==> src/rtl/mem_stage_pipe.sv <==
// Execute-to-memory pipeline register with valid/ready handshake.
// SKID=1 uses a two-entry skid buffer with registered ready; SKID=0 uses one register with pass-through ready.
module mem_stage_pipe #(
  parameter int WIDTH = 32,
  parameter int RW    = 4,
  parameter int SKID  = 1
) (
  input  logic             clk,
  input  logic             reset,
  input  logic             flush,
  input  logic             in_valid,
  output logic             in_ready,
  input  logic [WIDTH-1:0] ALUResultE,
  input  logic [WIDTH-1:0] WriteDataE,
  input  logic [RW-1:0]    WA3E,
  input  logic             PCSrcE,
  input  logic             RegWriteE,
  input  logic             MemWriteE,
  input  logic             MemtoRegE,
  output logic             out_valid,
  input  logic             out_ready,
  output logic [WIDTH-1:0] ALUResultM,
  output logic [WIDTH-1:0] WriteDataM,
  output logic [RW-1:0]    WA3M,
  output logic             PCSrcM,
  output logic             RegWriteM,
  output logic             MemWriteM,
  output logic             MemtoRegM,
  output logic [1:0]       occupancy
);

  typedef struct packed {
    logic [WIDTH-1:0] alu;
    logic [WIDTH-1:0] wd;
    logic [RW-1:0]    wa3;
    logic             pcsrc;
    logic             regwrite;
    logic             memwrite;
    logic             memtoreg;
  } entry_t;

  // Encoding doubles as the occupancy count.
  typedef enum logic [1:0] {
    EMPTY = 2'd0,
    ONE   = 2'd1,
    FULL  = 2'd2
  } state_t;

  localparam bit USE_SKID = (SKID != 0);

  state_t state, state_next;
  entry_t in_entry, main_q, skid_q;
  logic   accept, emit;
  logic   load_main, load_skid, shift_skid;

  assign in_entry = '{alu: ALUResultE, wd: WriteDataE, wa3: WA3E, pcsrc: PCSrcE,
                      regwrite: RegWriteE, memwrite: MemWriteE, memtoreg: MemtoRegE};

  assign out_valid = (state != EMPTY);
  assign occupancy = state;

  // Gating with reset keeps ready low during reset and high as soon as it releases.
  always_comb begin
    if (USE_SKID) in_ready = reset & (state != FULL);
    else          in_ready = reset & (!out_valid | out_ready);
  end

  assign accept = in_valid & in_ready;
  assign emit   = out_valid & out_ready;

  // NOTE: every output of this block gets a default first so no latch is inferred.
  always_comb begin
    state_next = state;
    load_main  = 1'b0;
    load_skid  = 1'b0;
    shift_skid = 1'b0;
    if (flush) begin
      state_next = EMPTY;
    end else begin
      case (state)
        EMPTY: if (accept) begin
          load_main  = 1'b1;
          state_next = ONE;
        end
        ONE: begin
          if (accept && emit) begin
            load_main = 1'b1;
          end else if (accept && USE_SKID) begin
            load_skid  = 1'b1;
            state_next = FULL;
          end else if (emit) begin
            state_next = EMPTY;
          end
        end
        FULL: if (emit) begin
          shift_skid = 1'b1;
          state_next = ONE;
        end
        default: state_next = EMPTY;
      endcase
    end
  end

  // NOTE: sequential state uses non-blocking assignments so all flops update together.
  always_ff @(posedge clk or negedge reset) begin
    if (!reset) state <= EMPTY;
    else        state <= state_next;
  end

  // NOTE: entry registers are reset too, because the M data outputs must read zero during reset.
  always_ff @(posedge clk or negedge reset) begin
    if (!reset) begin
      main_q <= '0;
      skid_q <= '0;
    end else begin
      if (load_main)       main_q <= in_entry;
      else if (shift_skid) main_q <= skid_q;
      if (load_skid)       skid_q <= in_entry;
    end
  end

  assign ALUResultM = main_q.alu;
  assign WriteDataM = main_q.wd;
  assign WA3M       = main_q.wa3;
  // Control bits become a bubble whenever nothing valid is presented.
  assign PCSrcM     = main_q.pcsrc    & out_valid;
  assign RegWriteM  = main_q.regwrite & out_valid;
  assign MemWriteM  = main_q.memwrite & out_valid;
  assign MemtoRegM  = main_q.memtoreg & out_valid;

endmodule

==> config.mk <==
export PLATFORM = sky130hd
export DESIGN_NAME = mem_stage_pipe
export DESIGN_NICKNAME = d
export VERILOG_FILES = /design/src/rtl/mem_stage_pipe.sv
export SDC_FILE = /design/constraint.sdc
export NUM_CORES = 1
export LEC_CHECK = 0
export ABC_AREA = 1
export BUFFER_PORTS_ARGS = -buffer_cell sky130_fd_sc_hd__buf_2
export CAP_MARGIN = 15
export CORE_MARGIN = 2
export CORE_UTILIZATION = 40
export CTS_CLUSTER_SIZE = 10
export DETAILED_ROUTE_END_ITERATION = 12
export SETUP_SLACK_MARGIN = 0.5
export SLEW_MARGIN = 20
export SYNTH_ARGS = -nofsm -noshare
export SYNTH_HDL_FRONTEND = slang
export SYNTH_SLANG_ARGS = --single-unit
==> constraint.sdc <==
create_clock -name clk -period 1.4 [get_ports clk]
set_clock_uncertainty 0.05 [all_clocks]
set_input_delay 0.14 -clock clk [delete_from_list [all_inputs] [get_ports clk]]
set_output_delay 0.14 -clock clk [all_outputs]
set_load 0.02 [all_outputs]
After elaboration in Yosys (flattened, before gate mapping):

Index checks and enable logic that the tools add are counted.

* eq/ne operators: 7
* multiplexer cells: 19
* bitwise logic cells: 7
* reductions and logical operators: 5

Operators with widths (count)
* two-way mux 72 bit: 2
* two-way mux 2 bit: 6
* two-way mux 1 bit: 9
* inequality test 3 bit (second input constant): 3
* bitwise AND 1 bit: 7
* one-hot mux 2 bit (3 select lines): 1
* inequality test 4 bit (second input constant): 1
* AND reduction 4 bit: 1
* nonzero test 2 bit: 2
* equality test 2 x 1 -> 1 bit (second input constant): 1
* equality test 2 bit (second input constant): 1
* zero test 2 bit: 1
* inequality test 2 bit (second input constant): 1
* one-hot mux 1 bit (2 select lines): 1
* logical AND 1 bit: 1

* bits in registers: 146
* bits of input ports: 77

Logic depth before layout (Yosys ltp):

Gate-level depths: netlist of run 1.

* depth in word-level cells: 8
* gate-level depth with buffers: 9
* mapped depth without buffers: 8

Worst setup path after synthesis of run 1:

OpenSTA, ideal clock, no wires.

* kind: register -> register
* start point: register state[1], in the netlist occupancy[1]
* end point: register main_q, in the netlist ALUResultM[14]
* library setup time: 124 ps
* data arrival time: 1440 ps
* path slack: -214 ps
* stages on the path, launching flop included: 8
* path buffers: 1
* clock period less this slack: 1614 ps
* path through: dfrtp_1 nor2_1 o21ai_2 nor2_4 nor2_8 buf_6 nand2_1 nand2_1

* word-level cells in the longest chain between the ends: 8
* elaborated cells between the ends (all ways): 18

RTL lines
* from (decl): line 51 `state_t state, state_next;`
* from (signal assigned): line 107 `else state <= state_next;`
* inequality test 2 bit: line 64 `if (USE_SKID) in_ready = reset & (state != FULL);`
* bitwise AND 1 bit: line 64
* bitwise AND 1 bit: line 68 `assign accept = in_valid & in_ready;`
* logical AND 1 bit: line 86 `if (accept && emit) begin`
* two-way mux 1 bit: line 86
* one-hot mux 1 bit (2 select lines): line 80 `case (state)`
* two-way mux 1 bit: line 77 `if (flush) begin`
* two-way mux 72 bit or nonzero test 2 bit (tied branches)
* to (signal assigned): line 116 `if (load_main) main_q <= in_entry;`
* to (signal assigned): line 117 `else if (shift_skid) main_q <= skid_q;`
* to (decl): line 52 `entry_t in_entry, main_q, skid_q;`

Parallel ways exist; a longest one is shown, timed or not.
A chain may end at the register's enable or synchronous reset.

Final worst setup path of run 1:

* start point: register state[1], in the netlist occupancy[1]
* end point: register main_q, in the netlist WriteDataM[10]

The elaborated chain is that of the path after synthesis.

==> impl_metrics.py, run 1 <==
metrics = {
    "grt": {
        "grt_pass1_vias": 5336,
        "antenna_found_initial": 2,
        "overflow": 0,
        "grt_max_degree": 147,
        "grtUsageTotal": 0.1847,
        "grt_pass1_wl_um": 26340,
    },
    "pwr": {
        "vdd_drop_max_mv": 0.9442,
        "cellPowerDensity_nw_per_um2": 1665,
        "p_leak_uw": 0.005192,
        "p_total_uw": 16530,
    },
    "detailed_routing": {
        "ant_nets": 0,
        "first_pass_iters": 4,
        "drt_iter0_drc": 241,
        "remaining_drc_errors": 0,
        "avgViaCountPerCell": 4.650,
        "vias": 5441,
        "wl_um": 17170,
        "wire_per_inst_um": 14.67,
    },
    "cts": {
        "htree_levels": 4,
        "path_clk_slew_ns": 0.06,
        "cts_buffers": 17,
        "insertion_delay_ns": 0.41,
        "cts-root-buf": "clkbuf_16",
        "cts_tree": "built",
        "cts.sinks": 146,
        "hold_buffers": 74,
        "clk_path_buf_depth": 2,
    },
    "setup_path": {
        "critical_path.max_stage_delay_ns": 0.42,
        "crit_chain": "buf_6, nor2_4, buf_4, o21ai_4, nor2_4, buf_12, nor2_8, buf_12, nand2_1, nand2_1",
        "cp-start-kind": "flop",
        "slowest_stage": "dfrtp_2",
        "cp.arrival_ns": 1.90,
        "crit_type": "flop to flop",
        "worstSetupEndpointType": "flop",
        "rrSetupSlack_ns": -0.25,
        "cp_data_required_time_ns": 1.65,
        "critPathMaxFanout": 21,
    },
    "sta": {
        "slew_headroom": 0.4460,
        "setup_viol": 151,
        "worst_slack_ns": -0.2511,
        "fin_crit_sh": 1.179,
        "clock.fmax_mhz": 605.7,
        "fin_crit_ns": 1.651,
        "worst_slew_pin_slew_ns": 0.8310,
        "final_hold_viol_count": 146,
        "whs_ns": -0.1984,
        "finalMaxSlewViolations": 0,
        "rsz0062_at_grt": "true",
    },
    "die": {
        "rows": 47,
        "die_w_um": 133.4,
        "start_util": 0.4068,
        "core_area_sq_um": 16470,
        "die_h_um": 133.4,
        "ios": 153,
        "dieArea_sq_um": 17800,
    },
    "final_layout": {
        "final_cell_mix": "202 x nand2_1, 144 x dfrtp_1, 85 x buf_6",
        "drive_gt1_frac": 0.3495,
        "layout.nets": 1015,
        "layout_commonest_cell": "nand2_1",
        "diodes": 0,
        "design_area_sq_um": 9930,
        "flow.area_growth_from_synthesis_pct": 48.25,
    },
    "logic_synthesis": {
        "synth_cells": 720,
        "ys_types": 21,
        "synth-edff-count": 0,
        "syn_nets": 797,
        "synth.avg_cell_area_sq_um": 9.302,
        "yosysWarnings": 0,
        "synth_seq_area_share": 0.5455,
        "synth_ff_type": "dfrtp_1",
        "ys_ff_latch": 146,
        "async_flop_share": 1.000,
        "netlist_area_sq_um": 6698,
    },
    "placement": {
        "gp_congestion": 0.7333,
        "dpl.hpwl_um": 9525,
        "io_buffers": 152,
        "place_area_sq_um": 7316,
    },
    "status": {
        "outcome": "complete, but fails checks",
        "violations": "hold timing, setup timing",
    },
    "flow_run": {
        "max-cap-violations": 0,
    },
    "worst_hold_path": {
        "holdCritPathClass": "input port to asynchronous set/reset pin",
    },
}
## cell families after synthesis
| logic type | Yosys count | synth area share |
|---|---|---|
| AO/OA/AOI/OAI | 149 | 0.1425 |
| flip-flops | 146 | 0.5455 |
| AND/OR/NAND/NOR | 240 | 0.1461 |
| buffers and inverters | 185 | 0.1659 |
## registers in the layout, summed over array words and instances (netlist names)
signal,count
WriteDataM,32
ALUResultM,32
main_q,4
WA3M,4
skid_q,72
occupancy,2
## power by group
part | leakage (uW) | internal (uW) | switching [uW] | total [uW]
clock network | 0.000320 | 3340 | 1800 | 5150
registers | 0.00184 | 5670 | 962 | 6630
logic | 0.00303 | 2490 | 2260 | 4750
total | 0.00519 | 11500 | 5020 | 16500
## area by class of cell
| type | count | area (sq um) |
|---|---|---|
| fillers | 1363 | 6536 |
| clock buffers | 18 | 429.2 |
| flip-flops and latches | 146 | 3656 |
| repair buffers | 303 | 2897 |
| well taps | 220 | 275.3 |
| clock inverters | 13 | 232.7 |
| inverters | 81 | 306.5 |
| multi-input cells | 389 | 2133 |
## per-stage QoR
step / std cells / utilization / worst slack [ns] / setup TNS, ns
floorplan: 720 / - / -0.1326 / -15.16
global placement: 1018 / 0.4443 / -0.1290 / -8.185
detailed placement: 1018 / 0.4443 / -0.1539 / -10.05
CTS: 1131 / 0.5455 / -0.2263 / -26.07
global route: 1170 / 0.6030 / -0.3324 / -41.15
finish: 1170 / 0.6030 / -0.2511 / -28.43
## final timing paths
path,depth (start not counted),endpoint,start
min,2,occupancy[1]$_DFFE_PN0P_,reset
min in group clk,5,occupancy[0]$_DFFE_PN0P_,in_valid
min reg2reg,2,main_q[3]$_DFFE_PN0P_,main_q[3]$_DFFE_PN0P_
max,10,WriteDataM[10]$_DFFE_PN0P_,occupancy[1]$_DFFE_PN0P_
max reg2reg,10,WriteDataM[10]$_DFFE_PN0P_,occupancy[1]$_DFFE_PN0P_
max in group asynchronous,2,occupancy[0]$_DFFE_PN0P_,reset
## repair_timing
item / 4_1_cts / 5_1_grt
hold endpoints to repair: 292 / 146
pin swaps: 2 / 5
setup endpoints to repair: 222 / 222
buffers inserted: 6 / 35
gates cloned: 2 / 4
gates resized for setup: 46 / 182
## cell usage after synthesis, types with 2 or more instances
cell	count	area share
nor2_1	9	0.0050
nand2_1	215	0.12
o21ai_1	47	0.035
o21ai_2	4	0.0052
nand3_1	2	0.0015
nor2_4	3	0.0050
inv_1	80	0.045
clkbuf_1	7	0.0039
dfrtp_1	146	0.55
a22oi_1	72	0.081
buf_6	20	0.034
nand2_2	9	0.0084
buf_2	9	0.0067
buf_4	68	0.076
o21ai_0	23	0.017
## routing by layer
| layer | wire [um] | up-vias | GRT usage |
|---|---|---|---|
| li1 | - | 2673 | - |
| met4 | 409 | 4 | 0.06324 |
| met2 | 8511 | 120 | 0.3056 |
| met5 | 21 | - | 0 |
| met1 | 7607 | 2612 | 0.2398 |
| met3 | 617 | 32 | 0.04300 |
## worst max-delay path: cells and delay by family, from the launching register on
family          cells  cell delay [ns]
flops               1             0.42
compound gates      1             0.06
buf+inv             4             0.56
simple gates        5             0.44
No activity file was read; power rests on OpenSTA's default activity.
==> run 2: changes to the inputs <==
--- a/config.mk
+++ b/config.mk
@@ -8,10 +8,13 @@
 export ABC_AREA = 1
 export BUFFER_PORTS_ARGS = -buffer_cell sky130_fd_sc_hd__buf_2
 export CAP_MARGIN = 15
+export CELL_PAD_IN_SITES_DETAIL_PLACEMENT = 2
+export CELL_PAD_IN_SITES_GLOBAL_PLACEMENT = 2
 export CORE_MARGIN = 2
-export CORE_UTILIZATION = 40
+export CORE_UTILIZATION = 29
 export CTS_CLUSTER_SIZE = 10
 export DETAILED_ROUTE_END_ITERATION = 12
+export PLACE_DENSITY_LB_ADDON = 0.1
 export SETUP_SLACK_MARGIN = 0.5
 export SLEW_MARGIN = 20
 export SYNTH_ARGS = -nofsm -noshare
==> run 2 against run 1 <==
Cell count is 8.7% higher; cell area is 10% higher; core utilization decreased by 12 points; maximum frequency down 5.6%; non-clock buffer count grew 34; sequential share of layout area fell by 3.4 points; die area is 37% higher; the run still ends with hold timing, setup timing left; setup slack lost 0.098 ns; worst hold slack better by 0.12 ns; critical endpoint is now skid_q[12]$_DFFE_PN0P_; highest routed layer unchanged; via count is 11% higher; sequential power increased by 4.8%.
==> impl_metrics.py, run 2 (synthesis results as in run 1) <==
metrics = {
    "status": {
        "outcome": "complete, but fails checks",
        "violations": "hold timing, setup timing",
    },
    "grt": {
        "grt.met3_usage": 0.04194,
        "met2_usage": 0.3401,
        "grt_pass1_wl_um": 36300,
        "grtUsageTotal": 0.1964,
        "grt_pass1_vias": 6380,
        "grt_util_met1": 0.2499,
        "busiest_layer": "met2",
        "grt_max_degree": 147,
        "overflow": 0,
        "antenna_found_initial": 2,
    },
    "sta": {
        "slew_headroom": 0.4220,
        "whs_ns": -0.07758,
        "finalMaxSlewViolations": 0,
        "rsz0062_at_grt": "true",
        "fin_crit_sh": 1.249,
        "setup_viol": 151,
        "final_hold_viol_count": 29,
        "fin_crit_ns": 1.749,
        "worst_slew_pin_slew_ns": 0.8670,
        "worst_slack_ns": -0.3491,
        "clock.fmax_mhz": 571.7,
    },
    "setup_path": {
        "crit_family": "buffers and inverters",
        "crit_chain": "nor2_4, buf_6, nand2_4, nor2_4, o21ai_4, clkbuf_16, clkbuf_16, o21ai_1",
        "critical_path.max_stage_delay_ns": 0.47,
        "cp_data_required_time_ns": 1.69,
        "reg2reg_from": "occupancy[1]$_DFFE_PN0P_",
        "rrSetupSlack_ns": -0.35,
        "reg2reg_depth": 8,
        "critPathMaxFanout": 10,
        "slowest_stage": "dfrtp_2",
        "cp_num_cells": 8,
        "cp-start-kind": "flop",
        "cp.arrival_ns": 2.03,
        "worst-path-buf-inv": 3,
        "r2r_end": "skid_q[12]$_DFFE_PN0P_",
        "worstSetupEndpointType": "flop",
        "crit_type": "flop to flop",
        "crit_start": "occupancy[1]$_DFFE_PN0P_",
        "crit_path_end": "skid_q[12]$_DFFE_PN0P_",
    },
    "final_layout": {
        "layout_commonest_cell": "nand2_1",
        "flow.area_growth_from_synthesis_pct": 63.31,
        "final_util": 0.4831,
        "top_register": "skid_q",
        "final_cell_mix": "158 x nand2_1, 144 x dfrtp_1, 86 x buf_6",
        "largest_reg_flops": 72,
        "final_cell_count_no_fill": 1272,
        "layout.nets": 1050,
        "fillCellCount": 2263,
        "drive_gt1_frac": 0.4300,
    },
    "pwr": {
        "vdd_drop_max_mv": 0.7280,
        "cellPowerDensity_nw_per_um2": 1627,
        "p_leak_uw": 0.005593,
    },
    "cts": {
        "htree_levels": 4,
        "cts_buffers": 17,
        "cts_tree": "built",
        "cts.sinks": 146,
        "cts-root-buf": "clkbuf_16",
        "clk_path_buf_depth": 2,
        "path_clk_slew_ns": 0.07,
        "insertion_delay_ns": 0.43,
    },
    "detailed_routing": {
        "wire_per_inst_um": 22.29,
        "vias": 6036,
        "avgViaCountPerCell": 4.745,
        "ant_nets": 0,
        "first_pass_iters": 4,
        "wl_um": 28350,
        "remaining_drc_errors": 0,
        "drt_iter0_drc": 198,
    },
    "die": {
        "rows": 55,
        "die_h_um": 156.0,
        "dieArea_sq_um": 24330,
        "core_area_sq_um": 22640,
        "die_w_um": 156.0,
        "start_util": 0.2958,
        "ios": 153,
    },
    "flow_run": {
        "max-cap-violations": 0,
    },
    "placement": {
        "dpl.cell_count": 1073,
        "gp_congestion": 0.6828,
        "io_buffers": 152,
        "dpl.hpwl_um": 12180,
    },
    "worst_hold_path": {
        "holdCritPathClass": "input port to asynchronous set/reset pin",
    },
}
==> run 2: worst min path at each step <==
stage             startpoint                         to  slack, ns  cells after the start
3_5_place_dp   WriteDataE[1]  WriteDataM[1]$_DFFE_PN0P_       0.33                      3
6_report               reset   occupancy[0]$_DFFE_PN0P_      -0.08                      3
4_1_cts                reset  ALUResultM[6]$_DFFE_PN0P_       0.03                      3
3_3_place_gp   WriteDataE[9]  WriteDataM[9]$_DFFE_PN0P_       0.32                      3
2_1_floorplan          reset  ALUResultM[0]$_DFFE_PN0P_      -0.21                      0
5_1_grt                reset   occupancy[0]$_DFFE_PN0P_       0.01                      3
==> run 2: per-stage QoR <==
stage | power (uW) | TNS, ns | setup slack [ns] | cell area (sq um)
final | 17800 | -39.04 | -0.3491 | 10940
after global placement | 9655 | -50.29 | -0.5957 | 7227
after CTS | 15700 | -27.75 | -0.2726 | 9200
after floorplan | 9220 | -15.16 | -0.1326 | 6710
after global routing | 18730 | -50.32 | -0.4140 | 10940
after detailed placement | 9959 | -59.62 | -0.6650 | 7247
==> run 2: metal layers <==
layer | vias up | share of wire
li1 | 2756 | -
met3 | 31 | 0.033
met1 | 3107 | 0.42
met4 | 2 | 0.018
met5 | - | 0.00046
met2 | 140 | 0.53
==> run 2: worst register-to-register path, stage by stage, from the launching register on <==
cell       delay [ns]
dfrtp_2          0.47
nor2_4           0.15
buf_6            0.13
nand2_4          0.05
nor2_4           0.13
o21ai_4          0.12
clkbuf_16        0.19
clkbuf_16        0.17
o21ai_1          0.19
==> run 2: power breakdown <==
part | total, uW | switching [uW] | internal, uW
combinational | 5620 | 2670 | 2940
sequential | 6950 | 1270 | 5670
clock | 5230 | 2000 | 3220
==> run 2: final cells by class <==
class	count	area, sq um	share of cell area
Sequential cell	146	3656	0.3342
Timing Repair Buffer	337	3551	0.3246
Multi-Input combinational cell	390	2415	0.2208
Clock buffer	20	446.7	0.04084
Tap cell	285	356.6	0.03260
Inverter	81	306.5	0.02803
Clock inverter	12	203.9	0.01865
Antenna cell	1	2.502	0.0002288
==> run 2: repair_timing <==
action                                  4_1_cts  5_1_grt
resized for setup                            83      267
hold buffers                                 73        0
endpoints found under the setup margin      222      222
pin swaps                                     9        6
buffers inserted                             14       44
cloned                                        9       26
endpoints found under the hold margin       145        0
==> run 3: changes to the inputs <==
--- a/config.mk
+++ b/config.mk
@@ -10,10 +10,10 @@
 export CAP_MARGIN = 15
 export CELL_PAD_IN_SITES_DETAIL_PLACEMENT = 2
 export CELL_PAD_IN_SITES_GLOBAL_PLACEMENT = 2
-export CORE_MARGIN = 2
 export CORE_UTILIZATION = 29
 export CTS_CLUSTER_SIZE = 10
 export DETAILED_ROUTE_END_ITERATION = 12
+export GPL_TIMING_DRIVEN = 0
 export PLACE_DENSITY_LB_ADDON = 0.1
 export SETUP_SLACK_MARGIN = 0.5
 export SLEW_MARGIN = 20
==> run 3 against run 2 <==
The flow still finishes with violations (hold timing, setup timing); sequential share of layout area decreased by 2.3 points; critical path depth down 1; clock power decreased by 3%; highest routed layer is now met4.
==> impl_metrics.py, run 3 (synthesis results as in run 1) <==
metrics = {
    "detailed_routing": {
        "avgViaCountPerCell": 4.647,
        "first_pass_iters": 4,
        "wl_um": 26320,
        "wire_per_inst_um": 19.32,
        "vias": 6329,
        "remaining_drc_errors": 0,
        "drt_iter0_drc": 195,
        "ant_nets": 0,
    },
    "placement": {
        "io_buffers": 152,
        "dpl.hpwl_um": 13960,
        "place_area_sq_um": 7865,
        "gp_congestion": 0.7319,
        "dpl.cell_count": 1158,
        "place_ws_ns": -0.6278,
    },
    "die": {
        "dieArea_sq_um": 23710,
        "rows": 55,
        "ios": 153,
        "die_h_um": 154.0,
        "start_util": 0.2958,
        "core_area_sq_um": 22640,
        "die_w_um": 154.0,
    },
    "pwr": {
        "p_clk_frac": 0.267,
        "combPwrFrac": 0.373,
        "cellPowerDensity_nw_per_um2": 1611,
        "power.internal_uw": 12760,
        "seq_power_share": 0.360,
        "swShare": 0.3265,
        "vdd_drop_max_mv": 0.7932,
        "p_total_uw": 18950,
        "p_sw_uw": 6188,
        "p_leak_uw": 0.005964,
    },
    "final_layout": {
        "layout_commonest_cell": "buf_6",
        "fillCellCount": 2241,
        "flow.area_growth_from_synthesis_pct": 75.62,
        "largest_reg_flops": 72,
        "drive_gt1_frac": 0.5116,
        "design_area_sq_um": 11760,
        "top_register": "skid_q",
        "final_cell_mix": "160 x buf_6, 144 x dfrtp_1, 134 x nand2_1",
        "layout.nets": 1141,
        "diodes": 0,
        "final_cell_count_no_fill": 1362,
    },
    "cts": {
        "clk_path_buf_depth": 2,
        "cts_tree": "built",
        "cts.sinks": 146,
        "cts_buffers": 17,
        "insertion_delay_ns": 0.42,
        "cts-root-buf": "clkbuf_16",
        "htree_levels": 4,
        "hold_buffers": 74,
        "path_clk_slew_ns": 0.07,
    },
    "setup_path": {
        "crit_family": "flip-flops",
        "crit_type": "flop to flop",
        "worstSetupEndpointType": "flop",
        "worst-path-buf-inv": 2,
        "slowest_stage": "dfrtp_2",
        "crit_top_cell": "nor2_4",
        "crit_chain": "nor2_4, nand2_2, nor2_4, o21ai_4, buf_4, buf_6, o21ai_1",
        "cp-start-kind": "flop",
        "cp_data_required_time_ns": 1.68,
        "critical_path.max_stage_delay_ns": 0.49,
        "cp.arrival_ns": 2.05,
        "critPathMaxFanout": 10,
    },
    "sta": {
        "clock.fmax_mhz": 566.1,
        "worst_slew_pin_slew_ns": 0.6272,
        "rsz0062_at_grt": "true",
        "finalMaxSlewViolations": 0,
        "worst_slack_ns": -0.3664,
        "setup_viol": 154,
        "fin_crit_sh": 1.262,
        "finalSetupTns_ns": -42.28,
        "slew_headroom": 0.5819,
        "whs_ns": -0.3785,
        "final_hold_viol_count": 69,
        "fin_crit_ns": 1.766,
    },
    "status": {
        "outcome": "complete, but fails checks",
        "violations": "hold timing, setup timing",
    },
    "grt": {
        "grt_pass1_vias": 7091,
        "grtUsageTotal": 0.2077,
        "grt_pass1_wl_um": 38100,
        "overflow": 0,
        "antenna_found_initial": 0,
        "grt_max_degree": 78,
    },
    "flow_run": {
        "max-cap-violations": 0,
    },
    "worst_hold_path": {
        "holdCritPathClass": "input port to asynchronous set/reset pin",
    },
}
run 3: final cells by class:
type	count	area, sq um	area share
Inverter	81	309.0	0.02627
Clock inverter	12	180.2	0.01532
Clock buffer	20	466.7	0.03968
Buffer	104	1187	0.1009
Multi-Input combinational cell	391	2635	0.2240
Timing Repair Buffer	323	2972	0.2526
Tap cell	285	356.6	0.03032
Sequential cell	146	3656	0.3108
run 3: what timing repair did:
item | in CTS | in global routing
endpoints found under the hold margin | 215 | 69
gates cloned | 2 | 8
setup endpoints to repair | 222 | 222
pin swaps | 5 | 9
gates resized for setup | 248 | 217
buffers inserted | 42 | 46
run 3: per-layer routing:
| layer | vias up | part of all wire | GRT usage |
|---|---|---|---|
| met5 | - | 0 | 0 |
| met4 | 0 | 0.021 | 0.07333 |
| met3 | 36 | 0.025 | 0.03861 |
| met2 | 132 | 0.56 | 0.3758 |
| met1 | 3231 | 0.39 | 0.2446 |
| li1 | 2930 | - | - |
run 3: path summary, 6_finish.rpt:
kind / to / slack [ns] / startpoint / depth (start not counted)
setup reg to reg: skid_q[13]$_DFFE_PN0P_ / -0.37 / occupancy[1]$_DFFE_PN0P_ / 7
hold / removal: WriteDataM[28]$_DFFE_PN0P_ / -0.38 / reset / 1
max in group asynchronous: WA3M[3]$_DFFE_PN0P_ / 0.85 / reset / 2
min in group clk: occupancy[1]$_DFFE_PN0P_ / 0.16 / flush / 4
hold reg to reg: main_q[0]$_DFFE_PN0P_ / 0.44 / main_q[0]$_DFFE_PN0P_ / 2
setup / recovery: skid_q[13]$_DFFE_PN0P_ / -0.37 / occupancy[1]$_DFFE_PN0P_ / 7
run 3: power by group through the flow:
stage / logic (uW) / clock network (uW) / registers, uW
after global placement: 3890 / 0 / 6480
after CTS: 5870 / 5160 / 6600
after global routing: 7610 / 5300 / 6980
final: 7070 / 5060 / 6810
after detailed placement: 4120 / 0 / 6580
after floorplan: 2890 / 0 / 6330
run 3: worst reg2reg max path: stages, from the launching register on:
cell and delay (ns):
dfrtp_2 0.49, nor2_4 0.17, nand2_2 0.09, nor2_4 0.20, o21ai_4 0.16, buf_4 0.17, buf_6 0.14, o21ai_1 0.20
run 3: per-stage QoR:
stage	util	hold WS, ns
finish	0.5195	-0.3785
global placement	0.3457	0.3212
detailed placement	0.3474	0.1072
CTS	0.4617	-0.3559
floorplan	-	-0.2056
global route	0.5195	-0.3427
